==> config.mk <==
export PLATFORM = sky130hd
export DESIGN_NAME = alu_operand_seq
export DESIGN_NICKNAME = d
export VERILOG_FILES = /design/src/rtl/alu_operand_seq.sv
export SDC_FILE = /design/constraint.sdc
export NUM_CORES = 1
export LEC_CHECK = 0
export ABC_AREA = 1
export BUFFER_PORTS_ARGS = -buffer_cell sky130_fd_sc_hd__buf_2
export CELL_PAD_IN_SITES_DETAIL_PLACEMENT = 2
export CELL_PAD_IN_SITES_GLOBAL_PLACEMENT = 2
export CORE_MARGIN = 10
export CORE_UTILIZATION = 24
export DETAILED_ROUTE_END_ITERATION = 7
export HOLD_SLACK_MARGIN = 0.12
export PLACE_DENSITY = 0.7
export SETUP_SLACK_MARGIN = 0.4
export SYNTH_ARGS = -nofsm -noshare
export SYNTH_HDL_FRONTEND = slang
export SYNTH_SLANG_ARGS = --single-unit
export TNS_END_PERCENT = 5
==> constraint.sdc <==
create_clock -name clk -period 1.15 [get_ports clk]
set_clock_uncertainty 0.05 [all_clocks]
set_input_delay 0.0575 -clock clk [delete_from_list [all_inputs] [get_ports clk]]
set_output_delay 0.0575 -clock clk [all_outputs]
set_load 0.01 [all_outputs]
==> src/rtl/alu_operand_seq.sv <==
// alu_operand_seq: control stage wrapped around the 8-bit ALU (alu8).
// It takes an opcode on start, then fetches operand A and operand B from
// the shared din bus with a valid/ready handshake, and drives all three to
// alu8 from registers. In the EXEC cycle it captures the ALU result into
// acc and the flags {Z,N,C,B}. The following DONE cycle pulses done.
//
// Ports:
//   clk, rst            rising-edge clock, asynchronous active-high reset
//   start, op_in        operation request (sampled in IDLE) and its opcode
//   din, din_valid      operand bus and its valid qualifier
//   din_ready           high in GET_A / GET_B
//   alu_a/alu_b/alu_op  registered operands and opcode to alu8
//   alu_y/cout/bout     alu8 result, carry out and borrow out
//   acc, flags          last result and {Z,N,C,B} of that result
//   busy, done          not-IDLE indicator; one-cycle completion pulse
//
// Optional build macro ALU_ACC_CHAIN_EN: adds input port chain. When start
// and chain are both high in IDLE, acc is loaded into alu_a and GET_A is
// skipped, so only operand B is fetched.
module alu_operand_seq #(
  parameter int WIDTH = 8,
  parameter int OP_W  = 4
) (
  input  logic             clk,
  input  logic             rst,
  input  logic             start,
`ifdef ALU_ACC_CHAIN_EN
  input  logic             chain,
`endif
  input  logic [OP_W-1:0]  op_in,
  input  logic [WIDTH-1:0] din,
  input  logic             din_valid,
  output logic             din_ready,
  output logic [WIDTH-1:0] alu_a,
  output logic [WIDTH-1:0] alu_b,
  output logic [OP_W-1:0]  alu_op,
  input  logic [WIDTH-1:0] alu_y,
  input  logic             alu_cout,
  input  logic             alu_bout,
  output logic [WIDTH-1:0] acc,
  output logic [3:0]       flags,
  output logic             busy,
  output logic             done
);

  typedef enum logic [2:0] {
    IDLE,
    GET_A,
    GET_B,
    EXEC,
    DONE
  } state_t;

  state_t state;
  state_t state_nxt;
  logic   chain_req;

`ifdef ALU_ACC_CHAIN_EN
  assign chain_req = chain;
`else
  assign chain_req = 1'b0;
`endif

  always_ff @(posedge clk or posedge rst) begin
    if (rst) begin
      state <= IDLE;
    end else begin
      state <= state_nxt;
    end
  end

  always_comb begin
    state_nxt = state;
    din_ready = 1'b0;
    busy      = 1'b1;
    done      = 1'b0;
    case (state)
      IDLE: begin
        busy = 1'b0;
        if (start) begin
          state_nxt = chain_req ? GET_B : GET_A;
        end
      end
      GET_A: begin
        din_ready = 1'b1;
        if (din_valid) begin
          state_nxt = GET_B;
        end
      end
      GET_B: begin
        din_ready = 1'b1;
        if (din_valid) begin
          state_nxt = EXEC;
        end
      end
      EXEC: begin
        state_nxt = DONE;
      end
      DONE: begin
        done      = 1'b1;
        state_nxt = IDLE;
      end
      default: begin
        state_nxt = IDLE;
      end
    endcase
  end

  // Datapath registers. Each one is written only in its own state, so all
  // of them keep their value until a later operation overwrites them.
  always_ff @(posedge clk or posedge rst) begin
    if (rst) begin
      alu_a  <= '0;
      alu_b  <= '0;
      alu_op <= '0;
      acc    <= '0;
      flags  <= '0;
    end else begin
      case (state)
        IDLE: begin
          if (start) begin
            alu_op <= op_in;
            if (chain_req) begin
              alu_a <= acc;
            end
          end
        end
        GET_A: begin
          if (din_valid) begin
            alu_a <= din;
          end
        end
        GET_B: begin
          if (din_valid) begin
            alu_b <= din;
          end
        end
        EXEC: begin
          acc   <= alu_y;
          flags <= {(alu_y == '0), alu_y[WIDTH-1], alu_cout, alu_bout};
        end
        default: begin
        end
      endcase
    end
  end

endmodule

## Yosys cells after proc, flatten, opt, wreduce, memory -nomap -nowiden

Cells that the tools add are included.

- Input port bits: 26
- Register bits: 35
- RAM bits: 0
- Logic and storage cells: 27
- Bits in read-only memories: 0
- Bits in latches: 0
- Memories: 0

- Reductions and logical operators: 7
- Multiply operators: 0
- Divide/modulo/power cells: 0
- Muxes and demuxes: 7
- $lt $le $gt $ge: 0
- Add/subtract/negate cells: 0
- Equal/unequal tests: 7
- Shift operators: 0
- Bitwise operators: 0

Operators with widths:

| kind | number |
|---|---|
| $pmux W3 S4 | 1 |
| $mux W3 | 3 |
| $logic_not A8 Y1 | 1 |
| $eq A3 B2 Y1 const B | 2 |
| $ne A2 B2 Y1 const B | 3 |
| $reduce_and A2 Y1 | 3 |
| $eq A3 B1 Y1 const B | 1 |
| $eq A3 B3 Y1 const B | 1 |
| $logic_not A3 Y1 | 1 |
| $mux W1 | 3 |
| $reduce_and A3 Y1 | 1 |
| $reduce_or A2 Y1 | 1 |

## Logic depth before layout (Yosys ltp)

Gate-level depths: netlist (run 1).

- Word-level depth: 3
- Mapped depth: 7
- Depth with buffers taken out: 6

## Worst setup path before layout (run 1)

OpenSTA, ideal clock, no wires.

- Kind: register to register
- Start: register state[0]
- End: register alu_b[0]
- Data required time: 0.982 ns
- Data arrival time: 1.035 ns
- Path slack: -0.053 ns
- Stages on the path, launching flop included: 6
- Buffers on the path: 1
- Path through: dfrtp_1 > nor2_4 > nand3_2 > buf_6 > nand2_1 > o21ai_2

- Longest elaborated chain between the ends: 2

Ends and longest elaborated chain:

| what | line | source |
|---|---|---|
| start, declared | 54 | `state_t state;` |
| start signal, assigned | 68 | `state <= state_nxt;` |
| $eq A3 B2 Y1 | 119 | `case (state)` |
| $reduce_and A2 Y1 (no source line) | -- |  |
| end signal, assigned | 135 | `alu_b <= din;` |
| end, declared | 35 | `output logic [WIDTH-1:0] alu_b,` |

No other way between the ends.
A chain may end at the register's enable or synchronous reset.

## Final worst setup path (run 1)

- Start: register state[0]
- End: output din_ready

- Longest elaborated chain between the ends: 3
- Elaborated cells between the ends (all ways): 4
- Those cells by class: eq/ne (2); mux (1); reduce/logical (1)

Ends and longest elaborated chain:

| what | line | source |
|---|---|---|
| $eq A3 B2 Y1 or $eq A3 B1 Y1 (tied branches) | 77 | `case (state)` |
| $reduce_or A2 Y1 (no source line) (*) | -- |  |
| $mux W1 (*) | 77 |  |
| end, declared | 33 | `output logic din_ready,` |

Every way passes the cells marked *; elsewhere a longest branch is shown, timed or not.

==> impl_results.md, run 1 <==
- Worst skew pair latency: 0.28 ns
- P&R area growth vs syn: 64.60%
- Slew HR: 83.63%
- Vias in the first global route: 1540
- Final net count: 270
- Failing checks: hold timing, setup timing
- Synth Cell Area: 0.001456 mm²
- Reg area: about 850 µm²
- Mapped Cells: 149
- RSZ-0062 raised after global routing: true
- Hold path depth: 3
- CTS max path bufs: 2
- DRT iter0 DRCs: 36
- Io pins: approximately 60
- Die area: between 0.009 and 0.01 mm²
- Type of the worst min-delay path: in -> reg
- Min cycle time layout: 1.322 ns
- Via Count: 1372
- Tcrit/Tclk final: 114.9%
- Fillers: 679
- Combinational share of power: 51.0%
- Setup Crit Path Kind: reg -> out
- Clk root buf: clkbuf_8
- Psw: 2.441 mW
- Critical path launch point type: register
- Fmax: 0.7565 GHz
- Placed cell areas: 0.001891 mm²
- Final setup vio count: 32
- Place WS: -0.1367 ns
- Post-synthesis cell type count: 20
- Worst Max-Slew Pin Slew: between 0.2 and 0.25 ns
- Post-Syn Nets: 175
- Number of clock sinks: 34
- VDD IR max: approximately 0.0007 V
- Worst hold slack: -0.02333 ns
- Cells along the critical path: nor2_4 > nand2_2 > nand2_4 > buf_6
- Gpl congestion: 0.7330
- Outcome: complete, but fails checks
- Die height: roughly 100 µm
- Reg2reg setup slack: -0.12 ns
- Antenna violations before repair: 0
- Yosys reg bits: 34
- Row Count: 28
- Seq pwr share: 34.5%
- Core ar.: between 0.005 and 0.006 mm²
- Finished Core Util: 40.49%
- CTS tree: built
- Clock power share: approximately 14%
- Placed cells: 287
- Non-Filler Instances: 320
- Vias per Instance: 4.288
- Largest stage delay, worst path: 0.45 ns
- DIE WIDTH: 97.90 µm
- Post-DP HPWL: 3.401 mm
- Sequential element share of the synthesized area: 58.42%
- Worst EP arrival: 1.21 ns
- H-tree level count: 2
- Final wirelength: 4.940 mm
- Area of the multi-input gates: between 500 and 600 µm²
- # DRC: 0
- Initial Util: 24.60%
- Final setup TNS: -2.341 ns
- Slew Viols, Final: 0
- Syn_area_per_cell: 9.774 µm²
- Layout cells sized above 1: 51.84%
- DR WL/cell: 15.44 µm
- Leakage: 1.243 nW
- Worst-path clk slew: roughly 0.07 ns
- Max FO, Critical Path: 5
- Power per cell area: 2613 mW/mm²
- Synth Warn #: 0
- GRT Util Overall: 9.864%
- CTS hold repair buffers: 16
- Switch share: 38.97%
- Clock buffer count from CTS: 5
- GRT overflow: 0
- Critical Path RT: 1.04 ns
- P_int: 3.823 mW
- First-pass GRT wire length: between 7 and 8 mm
- Post-route setup slack: -0.1718 ns
- Cells on worst reg2reg path: 6
- Final ANT Viol Nets: 0
- Final Instance Area: 0.002397 mm²
- Largest net degree at the start of global routing: 35
- Hold Vio Cnt, Final: 2
- Critical Path Sink Type: output port
- Slowest cell on crit path: dfrtp_2
- Ant diodes: 0
- DR pass1 iterations: 4
- Port Buf Inserts: 60
- Final Power: 6.265 mW
- Max_cap viols: 0
## cells in the mapped netlist, drive strengths merged
cell type	count	share of area, %
nand2	43	12
dfrtp	34	58
o21ai	28	14
inv	25	6.4
nand3	7	4.0
nor2	5	1.8
buf	4	2.4
nand3b	1	0.52
nand4	1	0.43
nor3	1	0.34
## layout by cell type (no fill, tap or decap)
cell	netlist	routed
nand3b_1	1	1
clkinv_2	0	1
o21ai_2	16	17
o21ai_1	1	7
nand3_1	4	3
nand2_2	2	11
inv_1	23	21
dlygate4sd3_1	0	16
nand2_1	40	30
buf_4	1	8
nand3_4	1	4
dfrtp_1	34	32
clkbuf_1	0	1
dfrtp_2	0	2
nand2_4	1	1
nand2_8	0	1
nor3_2	0	1
inv_4	0	1
nor2_4	1	1
nand4_1	1	1
nor2_2	0	2
buf_12	0	1
clkbuf_8	0	6
nand3_2	2	1
inv_2	2	3
nor2_1	4	2
buf_2	1	46
buf_6	2	20
o21ai_0	11	4
## registers in the layout, indices dropped and copies added (netlist names)
register and flops:
state 3, alu_op 4, alu_a 8, alu_b 8, acc 7, flags 4
## cell families after synthesis
group / synth area share [%]
DFF: 58.42
and+or+nand+nor: 18.99
AOI/OAI and AO/OA: 13.74
buffers and inverters: 8.849
## layout make-up
| cell class | instances | share of cell area, % |
|---|---|---|
| Inverter | 25 | 4.019 |
| Tap cell | 75 | 3.914 |
| Sequential cell | 34 | 35.59 |
| Clock buffer | 7 | 3.601 |
| Multi-Input combinational cell | 87 | 23.64 |
| Clock inverter | 1 | 0.2088 |
| Timing Repair Buffer | 91 | 29.02 |
## critical path, delay by kind of cell, from the launching register on
family | cells | cell delay, ns
buffers and inverters | 1 | 0.10
DFF | 1 | 0.45
and+or+nand+nor | 3 | 0.39
## power groups by stage
| stage | Sequential, mW | Clock (mW) | Combinational (mW) |
|---|---|---|---|
| global placement | 2.12 | 0 | 2.28 |
| CTS | 2.14 | 0.930 | 2.86 |
| floorplan | 2.35 | 0 | 1.09 |
| finish | 2.16 | 0.908 | 3.19 |
| detailed placement | 2.14 | 0 | 2.36 |
| global route | 2.25 | 0.989 | 3.53 |
## worst paths after layout
check	startpoint	end
min reg2reg	alu_a[2]$_DFFE_PP0P_	alu_a[2]$_DFFE_PP0P_
max in group asynchronous	rst	state[0]$_DFFE_PP0P_
min in group asynchronous	rst	alu_a[2]$_DFFE_PP0P_
min	alu_y[3]	acc[3]$_DFFE_PP0N_
max reg2reg	state[1]$_DFFE_PP0P_	alu_a[1]$_DFFE_PP0P_
max	state[0]$_DFFE_PP0P_	din_ready
## repair_timing
action                     in CTS  in global routing
gates cloned                    0                  1
setup buffers                   3                  5
setup endpoints to repair      69                 69
pin swaps                       7                  5
gates resized for setup        31                 18
hold endpoints to repair       66                 17
## per-layer routing
layer / share of wire (%) / global-route usage (%)
met2: 57 / 18.38
met3: 1.9 / 1.832
met4: 1.2 / 3.691
met1: 40 / 10.71
met5: 0 / 0
No activity file was read; power rests on OpenSTA's default activity.
==> inputs of run 2 (changes only) <==
--- a/config.mk
+++ b/config.mk
@@ -5,15 +5,14 @@
 export SDC_FILE = /design/constraint.sdc
 export NUM_CORES = 1
 export LEC_CHECK = 0
-export ABC_AREA = 1
 export BUFFER_PORTS_ARGS = -buffer_cell sky130_fd_sc_hd__buf_2
 export CELL_PAD_IN_SITES_DETAIL_PLACEMENT = 2
 export CELL_PAD_IN_SITES_GLOBAL_PLACEMENT = 2
 export CORE_MARGIN = 10
-export CORE_UTILIZATION = 24
+export CORE_UTILIZATION = 27
 export DETAILED_ROUTE_END_ITERATION = 7
 export HOLD_SLACK_MARGIN = 0.12
-export PLACE_DENSITY = 0.7
+export PLACE_DENSITY = 0.72
 export SETUP_SLACK_MARGIN = 0.4
 export SYNTH_ARGS = -nofsm -noshare
 export SYNTH_HDL_FRONTEND = slang
==> run 2 against run 1 <==
  * Area after synthesis decreased by 5.0%
  * Fmax decreased by 12%
  * Via count shrank 25%
  * The flow still finishes with violations (hold timing, setup timing)
  * Power is 1.2% lower
  * Highest routed layer unchanged
  * Hold slack got worse by 0.17 ns
  * Largest cell class unchanged
  * Critical path depth down 1
==> impl_results.md, run 2 <==
- Outcome: complete, but fails checks (unchanged)
- Failing checks: hold timing, setup timing (unchanged)
- R2R Path Start: state[1]$_DFFE_PP0P_ (unchanged)
- Reg2reg setup slack: -0.36 ns (was -0.12 ns)
- Psw: 2.044 mW (was 2.441 mW)
- Combinational share of power: 49.2% (was 51.0%)
- Syn_area_per_cell: 15.38 µm² (was 9.774 µm²)
- Area of the multi-input gates: 569.3 µm² (was 566.8 µm²)
- Largest stage delay, worst path: 0.44 ns (was 0.45 ns)
- Worst skew pair latency: 0.28 ns (about the same)
- DRT iter0 DRCs: 10 (was 36)
- Max FO, Critical Path: 6 (was 5)
- GRT overflow: 0 (unchanged)
- Buf/Inv on CP: 0 (was 1)
- RSZ-0062 raised after global routing: true (unchanged)
- Place WS: -0.4144 ns (was -0.1367 ns)
- P&R area growth vs syn: 53.07% (was 64.60%)
- Cells on worst reg2reg path: 3 (was 6)
- Sequential element share of the synthesized area: 61.48% (was 58.42%)
- Reg area: 853.3 µm² (unchanged)
- Slowest cell on crit path: or3_4 (was dfrtp_2)
- DR WL/cell: 18.62 µm (was 15.44 µm)
- Post-synthesis cell type count: 21 (was 20)
- Leakage: 1.031 nW (was 1.243 nW)
- Clk root buf: clkbuf_8 (unchanged)
- Gpl congestion: 0.7105 (was 0.7330)
- Clock buffer count from CTS: 5 (unchanged)
- Slew HR: 71.18% (was 83.63%)
- P_int: 4.147 mW (was 3.823 mW)
- Post-Syn Nets: 116 (was 175)
- Placed cell areas: 0.001836 mm² (was 0.001891 mm²)
- Switch share: 33.02% (was 38.97%)
- Synth Warn #: 0 (unchanged)
- Biggest regs: alu_a (8), alu_b (8), acc (7) (unchanged)
- Worst EP arrival: 1.62 ns (was 1.21 ns)
- Via Count: 1026 (was 1372)
- Die area: 0.008389 mm² (was 0.009584 mm²)
- Largest net degree at the start of global routing: 35 (unchanged)
- DIE WIDTH: 91.59 µm (was 97.90 µm)
- Core ar.: 0.004848 mm² (was 0.005921 mm²)
- Largest area contributor in the netlist: dfrtp_1 (unchanged)
- Synth top cells by count: dfrtp_1 (34), mux2_2 (26), mux2_4 (4) (was nand2_1 (40), dfrtp_1 (34), inv_1 (23))
- Cells along the critical path: or3_4 > nor2_8 > mux2_4 (was nor2_4 > nand2_2 > nand2_4 > buf_6)
- Commonest non-fill, non-tap cell in the layout: buf_2 (unchanged)
- CTS tree: built (unchanged)
- Final ANT Viol Nets: 0 (unchanged)
- First-pass GRT wire length: 6.810 mm (was 7.859 mm)
- Most frequent cells in the layout: buf_2 (42), dfrtp_1 (32), mux2_4 (20) (was buf_2 (46), dfrtp_1 (32), nand2_1 (30))
- Reg2reg end: alu_op[1]$_DFFE_PP0P_ (was alu_a[1]$_DFFE_PP0P_)
- Setup Crit Path Kind: reg -> reg (was reg -> out)
- Main synth FF type: dfrtp_1 (unchanged)
- Hold Vio Cnt, Final: 63 (was 2)
- Vias in the first global route: 1333 (was 1540)
- Post-DP HPWL: 3.397 mm (was 3.401 mm)
- Mapped Cells: 90 (was 149)
- Yosys reg bits: 34 (unchanged)
- Most frequent cell after synthesis: dfrtp_1 (was nand2_1)
- Post-route setup slack: -0.3602 ns (was -0.1718 ns)
- Io pins: 61 (unchanged)
- Worst-path clk slew: 0.07 ns (about the same)
- Non-Filler Instances: 230 (was 320)
- Number of clock sinks: 34 (unchanged)
- Port Buf Inserts: 60 (unchanged)
- # DRC: 0 (unchanged)
- Placed cells: 222 (was 287)
- Fillers: 497 (was 679)
- Power per cell area: 2923 mW/mm² (was 2613 mW/mm²)
- Final Instance Area: 0.002118 mm² (was 0.002397 mm²)
- Min cycle time layout: 1.510 ns (was 1.322 ns)
- Final setup TNS: -9.726 ns (was -2.341 ns)
- H-tree level count: 2 (unchanged)
- Layout cells sized above 1: 69.94% (was 51.84%)
- Final setup vio count: 35 (was 32)
- Critical Path Sink Type: register (was output port)
- Type of the worst min-delay path: in -> async (was in -> reg)
- Vias per Instance: 4.461 (was 4.288)
- Slew Viols, Final: 0 (unchanged)
- Die height: 91.59 µm (was 97.90 µm)
- Final Power: 6.191 mW (was 6.265 mW)
- GRT Util Overall: 10.22% (was 9.864%)
- CTS max path bufs: 2 (unchanged)
- Row Count: 25 (was 28)
- Synth area leaders: dfrtp_1 (61%), mux2_2 (21%), mux2_4 (4.3%) (was dfrtp_1 (58%), nand2_1 (10%), o21ai_2 (9.6%))
- Worst Max-Slew Pin Slew: 0.4323 ns (was 0.2455 ns)
- Fmax: 0.6622 GHz (was 0.7565 GHz)
- Antenna violations before repair: 0 (unchanged)
- Synth Cell Area: 0.001384 mm² (was 0.001456 mm²)
- Final wirelength: 4.282 mm (was 4.940 mm)
- Max_cap viols: 0 (unchanged)
- Critical Path RT: 1.26 ns (was 1.04 ns)
- Final net count: 188 (was 270)
- DR pass1 iterations: 4 (unchanged)
- Post-synth EDFFs: 0 (unchanged)
- Top delay family on crit path: simple AND/OR/NAND/NOR gates (was flip-flops)
- Seq pwr share: 36.4% (was 34.5%)
- Ant diodes: 0 (unchanged)
- Fraction of registers with async set/reset: 100.0% (unchanged)
- Initial Util: 28.54% (was 24.60%)
- Critical path launch point type: register (unchanged)
- Finished Core Util: 43.69% (was 40.49%)
- Yosys top cell area share: 61.48% (was 58.42%)
- Tcrit/Tclk final: 131.3% (was 114.9%)
- Clock power share: 14.5% (about the same)
- VDD IR max: 0.001159 V (was 0.0006837 V)
- Worst hold slack: -0.1939 ns (was -0.02333 ns)
- Setup bufs post-CTS: 0 (was 3)
run 2: repair_timing:
action                                  in CTS  in global routing
endpoints found under the hold margin       67                 67
pin swaps                                    3                  2
gates resized for setup                     19                 20
endpoints found under the setup margin      69                 69
run 2: routing by layer:
| layer | track usage (%) | up-vias | routed length [µm] |
|---|---|---|---|
| met1 | 8.169 | 529 | 1363 |
| met5 | 0 | - | 0 |
| met3 | 6.008 | 5 | 416 |
| met4 | 2.742 | 0 | 38 |
| met2 | 20.20 | 35 | 2464 |
| li1 | - | 457 | - |
run 2: cells by family after synthesis:
| family | after synthesis | synth area share, % |
|---|---|---|
| AO/OA/AOI/OAI | 4 | 1.718 |
| buffers and inverters | 7 | 3.073 |
| flip-flops | 34 | 61.48 |
| multiplexers | 30 | 25.50 |
| AND/OR/NAND/NOR | 15 | 8.228 |
run 2: tightest hold or removal path, delay by kind of cell:
family	cells	cell delay, ns
buf+inv	3	0.50
run 2: power by group through the flow:
stage          sequential [mW]  combinational [mW]  clock, mW
2_1_floorplan             2.37                1.13          0
3_3_place_gp              2.09                2.42          0
3_5_place_dp              2.18                2.53          0
4_1_cts                   2.21                2.78      0.936
5_1_grt                   2.36                3.28       1.01
6_report                  2.25                3.04      0.895
run 2: cell type report:
cell class                 instances  area share, %
inverter                           3         0.5316
clock buffer                       6          3.898
timing repair buffer              69          23.86
multi-input combinational         49          26.88
tap                               67          3.957
clock inverter                     2         0.5907
sequential                        34          40.28
run 2: worst max path at each step:
stage | from | to | slack [ns] | depth (start not counted)
floorplan | state[0]$_DFFE_PP0P_ | alu_op[0]$_DFFE_PP0P_ | -0.34 | 4
detailed placement | state[0]$_DFFE_PP0P_ | alu_b[6]$_DFFE_PP0P_ | -0.41 | 3
CTS | state[1]$_DFFE_PP0P_ | alu_op[1]$_DFFE_PP0P_ | -0.36 | 3
global placement | state[0]$_DFFE_PP0P_ | alu_b[0]$_DFFE_PP0P_ | -0.29 | 3
global route | state[1]$_DFFE_PP0P_ | alu_op[1]$_DFFE_PP0P_ | -0.41 | 3
finish | state[1]$_DFFE_PP0P_ | alu_op[1]$_DFFE_PP0P_ | -0.36 | 3
